==> src/rtl/fetch_pkg.sv <==
// rtl/fetch_pkg.sv - shared types and constants for the instruction fetch unit
package fetch_pkg;

  localparam int XLEN = 32;

  localparam logic [XLEN-1:0] INSTR_ZERO       = 32'h0000_0000;
  localparam logic [XLEN-1:0] RESET_PC_DEFAULT = 32'h0000_0000;

  typedef enum logic [1:0] {
    IDLE = 2'd0,
    REQ  = 2'd1,
    DONE = 2'd2
  } fetchState_t;

endpackage

==> src/rtl/fetch_wdog.sv <==
// rtl/fetch_wdog.sv - REQ-cycle counter that flags an unanswered memory read
module fetch_wdog #(
  parameter int unsigned TIMEOUT_CYC = 15
) (
  input  logic clk,
  input  logic rst_n,
  input  logic clear,
  input  logic enable,
  output logic expired
);

  // count holds the number of REQ cycles already completed, so the
  // TIMEOUT_CYC-th cycle is the one where it equals TIMEOUT_CYC-1
  localparam logic [7:0] LAST_CNT = 8'(TIMEOUT_CYC - 1);

  logic [7:0] count;

  // count enabled cycles, restart whenever the fetch is not waiting
  always_ff @(posedge clk or negedge rst_n) begin
    if (!rst_n) begin
      count <= 8'd0;
    end else if (clear) begin
      count <= 8'd0;
    end else if (enable) begin
      count <= count + 8'd1;
    end
  end

  assign expired = enable && (count == LAST_CNT);

endmodule

==> src/rtl/instr_fetch.sv <==
// rtl/instr_fetch.sv - fetch unit owning PC and IR with imem req/ack handshake (option macro FETCH_ALIGN_CHECK_EN)
module instr_fetch
  import fetch_pkg::*;
#(
  parameter logic [XLEN-1:0] RESET_PC    = RESET_PC_DEFAULT,
  parameter int unsigned     TIMEOUT_CYC = 15
) (
  input  logic            clk,
  input  logic            rst_n,
  input  logic            fetch_req,
  input  logic            pc_load,
  input  logic [XLEN-1:0] pc_next,
  output logic            imem_req,
  output logic [XLEN-1:0] imem_addr,
  input  logic [XLEN-1:0] imem_rdata,
  input  logic            imem_ack,
  output logic [XLEN-1:0] instr,
  output logic            instr_valid,
  output logic [XLEN-1:0] pc,
  output logic [XLEN-1:0] pc_plus4,
  output logic            busy,
  output logic            fetch_err
);

  fetchState_t state, nextState;

  logic [XLEN-1:0] pcReg;      // address of the next word to fetch
  logic [XLEN-1:0] fetchPc;    // address of the word now held in instrReg
  logic [XLEN-1:0] instrReg;
  logic [XLEN-1:0] redirPc;
  logic            redirPending;
  logic            errFlag;
  logic            misaligned;
  logic            inReq;
  logic            wdogExpired;

`ifdef FETCH_ALIGN_CHECK_EN
  assign misaligned = (pcReg[1:0] != 2'b00);
  assign imem_addr  = pcReg;
`else
  assign misaligned = 1'b0;
  assign imem_addr  = {pcReg[XLEN-1:2], 2'b00};
`endif

  assign inReq    = (state == REQ);
  assign instr    = instrReg;
  assign pc       = fetchPc;
  assign pc_plus4 = fetchPc + 32'd4;

  fetch_wdog #(
    .TIMEOUT_CYC(TIMEOUT_CYC)
  ) uWdog (
    .clk    (clk),
    .rst_n  (rst_n),
    .clear  (!inReq),
    .enable (inReq),
    .expired(wdogExpired)
  );

  // state register
  always_ff @(posedge clk or negedge rst_n) begin
    if (!rst_n) begin
      state <= IDLE;
    end else begin
      state <= nextState;
    end
  end

  // next state: a redirect in IDLE delays the fetch by one cycle
  always_comb begin
    nextState = state;
    case (state)
      IDLE: begin
        if (!pc_load && fetch_req) begin
          nextState = misaligned ? DONE : REQ;
        end
      end
      REQ: begin
        if (imem_ack || wdogExpired) begin
          nextState = DONE;
        end
      end
      DONE:    nextState = IDLE;
      default: nextState = IDLE;
    endcase
  end

  // outputs are pure decodes of the registered state
  always_comb begin
    imem_req    = 1'b0;
    busy        = 1'b0;
    instr_valid = 1'b0;
    fetch_err   = 1'b0;
    case (state)
      REQ: begin
        imem_req = 1'b1;
        busy     = 1'b1;
      end
      DONE: begin
        busy        = 1'b1;
        instr_valid = 1'b1;
        fetch_err   = errFlag;
      end
      default: ;
    endcase
  end

  // PC, IR, redirect and error bookkeeping
  always_ff @(posedge clk or negedge rst_n) begin
    if (!rst_n) begin
      pcReg        <= RESET_PC;
      fetchPc      <= RESET_PC;
      instrReg     <= INSTR_ZERO;
      redirPc      <= '0;
      redirPending <= 1'b0;
      errFlag      <= 1'b0;
    end else begin
      case (state)
        IDLE: begin
          if (pc_load) begin
            pcReg <= pc_next;
          end else if (fetch_req && misaligned) begin
            instrReg <= INSTR_ZERO;
            errFlag  <= 1'b1;
          end
        end
        REQ: begin
          if (imem_ack) begin
            instrReg     <= imem_rdata;
            fetchPc      <= pcReg;
            redirPending <= 1'b0;
            // a redirect arriving with the ack is the newest one and wins
            if (pc_load) begin
              pcReg <= pc_next;
            end else if (redirPending) begin
              pcReg <= redirPc;
            end else begin
              pcReg <= pcReg + 32'd4;
            end
          end else if (wdogExpired) begin
            // zero word makes the controller fall back to its reset state
            instrReg     <= INSTR_ZERO;
            errFlag      <= 1'b1;
            redirPending <= 1'b0;
          end else if (pc_load) begin
            redirPc      <= pc_next;
            redirPending <= 1'b1;
          end
        end
        DONE: begin
          errFlag <= 1'b0;
          if (pc_load) begin
            pcReg <= pc_next;
          end
        end
        default: ;
      endcase
    end
  end

endmodule

==> config.mk <==
export PLATFORM = sky130hd
export DESIGN_NAME = instr_fetch
export DESIGN_NICKNAME = d
export VERILOG_FILES = /design/src/rtl/fetch_pkg.sv /design/src/rtl/fetch_wdog.sv /design/src/rtl/instr_fetch.sv
export SDC_FILE = /design/constraint.sdc
export NUM_CORES = 1
export LEC_CHECK = 0
export ABC_AREA = 0
export CAP_MARGIN = 20
export CORE_AREA = 2 2 121 123
export CTS_CLUSTER_SIZE = 16
export DETAILED_ROUTE_END_ITERATION = 10
export DIE_AREA = 0 0 123 125
export HOLD_SLACK_MARGIN = 0.12
export PLACE_DENSITY = 0.94
export SYNTH_ARGS = -nofsm -noshare
export SYNTH_HDL_FRONTEND = slang
export SYNTH_SLANG_ARGS = --single-unit
==> constraint.sdc <==
create_clock -name clk -period 4.8 [get_ports clk]
set_clock_uncertainty 0.05 [all_clocks]
set_input_delay 0.96 -clock clk [delete_from_list [all_inputs] [get_ports clk]]
set_output_delay 0.96 -clock clk [all_outputs]
set_load 0.005 [all_outputs]
==> results.txt <==
status - finished, final reports clean
reg2reg path depth - 8
switching share of power - 0.340
Clock Power Share - 0.243
Reg clk slew, reported paths - 60 ps
ys async rst share - 1.00
most common cell after layout, fill and taps aside - clkdlybuf4s50_1
Root Buffer - clkbuf_16
Leak - 4.28 nW
die height - 125 um
number of synthesized flops with an enable pin - 0
Clock Latency Late Sink - 420 ps
simple logic cell fraction of the synthesized area - 0.187
R2R Path Start - state[1]$_DFFE_PN0P_
Yosys reg bits - 140
Die ar. - 15400 um2
period utilization - 0.814
drt initial violations - 717
Slew HR - 0.352
drt pass-1 iters - 5
Fmax - 256 MHz
htree depth - 4
clock sink count - 140
delay-heaviest family, CP - simple AND/OR/NAND/NOR gates
gr ovfl total - 0
Buf/Inv on CP - 1
Worst setup SP type - flip-flop
Most Frequent Cell on Critical Path - nand4_1
vias in the first global route - 6243
Int Power - 0.00439 W
post-synthesis compound-gate area fraction - 0.134
Power, Total - 0.00666 W
# setup viols final - 0
Worst Setup End Kind - output port
initial antenna violation count - 0
unrepaired setup endpoints after global routing - false
first-pass GRT wire length - 32100 um
Synth Warn # - 0
TritonCTS buffer count - 17
Worst Max-Slew Pin Slew - 963 ps
Arr. time, crit path - 2890 ps
Routed Antenna Nets - 0
# DRC - 0
Worst Hold Class - reg2reg
layout cells sized above 1 - 0.0991
min-delay src - uWdog.count[0]$_DFF_PN0_
final hold violation count - 0
power share of the combinational group - 0.405
CTS tree - done
library cells used by synthesis - 60
largest net degree at the start of global routing - 107
worst hold stages - 1
Worst VDD drop - 0.337 mV
register share of total power - 0.351
n_diodes - 0
port bufs - 198
core area - 14200 um2
worst setup margin - 895 ps
xor/xnor share of the synthesized area - 0.0585
CTS Buffer Depth - 2
Layout fillers - 993
CP Max Fanout - 7
largest family of logic cells by synthesized area - simple AND/OR/NAND/NOR gates
io pins - 201
post-synthesis adder-cell area fraction - 0.0136
critical-path cell list - nand4_1 -> nor4_1 -> nand4_1 -> xnor2_1 -> clkdlybuf4s50_1
DP Wirelength - 13600 um
max_cap viols - 0
Initial Util - 0.516
reg-to-reg slack, setup - 2090 ps
Worst R2R End - pcReg[19]$_DFFE_PN0P_
overall routing resource usage - 0.267
min Tclk post-route - 3900 ps
post-synthesis mux area share - 0.0573
Placer Congestion - 0.862
critical path's slowest cell - nor4_1
die width - 123 um
vias per cell - 5.87
via count - 6410
Setup Crit Path Kind - reg2out
Mapped Avg Cell Area - 9.91 um2
most frequent cells in the layout - clkdlybuf4s50_1 (197), dfrtp_1 (140), nand2_1 (122), nor2_1 (37), nand3_1 (35)
Worst path max stage delay - 890 ps
Seq/Total Area, Yosys - 0.478
Final Max Slew Viols - 0
Gate Count Post-Synth - 740
fin nets - 972
Core Rows - 44
wire length per cell - 18.5 um
Worst EP required - 3790 ps
Sum Neg Setup Slack - 0 ps
pwr dens - 670 nW/um2
Place WS - 1380 ps
post-cts repair resize count - 0
Routed WL - 20200 um
post-synthesis cell area - 7330 um2
Most used DFF post-synth - dfrtp_1
post-CTS setup repair buffer count - 0
cts hold-fix bufs - 0
area grow syn2layout - 35.4%
P_sw - 0.00227 W
Hold Path End - uWdog.count[0]$_DFF_PN0_
cell usage after synthesis, types with 8 or more instances:
master / number / area, um2
nor3_1: 9 / 45.0
inv_1: 14 / 52.6
a21oi_1: 23 / 115
nand2_1: 122 / 458
nand4_1: 17 / 106
xor2_1: 20 / 175
nand3_1: 35 / 175
mux2_2: 32 / 360
o21ai_0: 33 / 165
clkbuf_1: 28 / 105
ha_1: 8 / 100
and3_1: 18 / 113
buf_4: 34 / 255
dfrtp_1: 140 / 3500
a22o_1: 32 / 280
and2_1: 8 / 50.1
nor2_1: 37 / 139
xnor2_1: 29 / 254
cell type report:
type,count,area (um2),share of cell area
Tap cell,184,230,0.0232
Clock buffer,22,474,0.0477
Timing Repair Buffer,209,2100,0.211
Multi-Input combinational cell,513,3320,0.334
Clock inverter,10,256,0.0258
Inverter,14,52.6,0.00529
Sequential cell,140,3500,0.353
power by group through the flow:
| stage | combinational, W | clock [W] | sequential, W |
|---|---|---|---|
| floorplan | 0.00153 | 0 | 0.00216 |
| CTS | 0.00269 | 0.00163 | 0.00232 |
| finish | 0.00270 | 0.00162 | 0.00234 |
| global route | 0.00295 | 0.00169 | 0.00241 |
| detailed placement | 0.00265 | 0 | 0.00232 |
| global placement | 0.00258 | 0 | 0.00229 |
kinds of logic after synthesis:
logic type | after synthesis
AND/OR/NAND/NOR | 276
AO/OA/AOI/OAI | 140
flip-flops | 140
buffers and inverters | 88
XOR/XNOR | 49
multiplexers | 38
adder cells (fa/ha/maj) | 8
other | 1
worst max-delay path by stage:
stage | startpoint | to | slack (ps) | cells after the start
finish | pc[9]$_DFFE_PN0P_ | pc_plus4[20] | 900 | 5
global route | pc[2]$_DFFE_PN0P_ | pc_plus4[22] | 650 | 6
global placement | pc[2]$_DFFE_PN0P_ | pc_plus4[20] | 1450 | 6
detailed placement | pc[9]$_DFFE_PN0P_ | pc_plus4[20] | 1380 | 5
floorplan | pc[6]$_DFFE_PN0P_ | pc_plus4[20] | 2240 | 5
CTS | pc[9]$_DFFE_PN0P_ | pc_plus4[20] | 930 | 5
flip-flops by register name, summed over array words and instances (netlist names):
signal	flops
pc	32
instr	32
uWdog.count	8
state	2
redirPc	32
redirPending	1
errFlag	1
pcReg	32
worst register-to-register path: stages, from the launching register on:
cell,delay (ps)
dfrtp_1,410
inv_1,90
ha_1,350
nand2b_1,230
nand3_1,350
buf_4,320
nor3_2,490
a221oi_1,180
o21ai_0,140
routing by layer:
layer,wire length (um),share of wire,track usage
met5,0,0,0
met4,403,0.020,0.0856
met3,2030,0.10,0.0826
met2,9820,0.49,0.435
met1,7920,0.39,0.339
per-stage QoR:
| step | utilization | hold WS, ps | instance area [um2] | cells |
|---|---|---|---|---|
| floorplan | - | 389 | 7340 | 741 |
| global placement | 0.645 | 421 | 9160 | 1058 |
| detailed placement | 0.645 | 427 | 9160 | 1058 |
| CTS | 0.696 | 437 | 9890 | 1090 |
| global route | 0.699 | 455 | 9930 | 1092 |
| finish | 0.699 | 433 | 9930 | 1092 |
(Power assumes the default switching activity.)
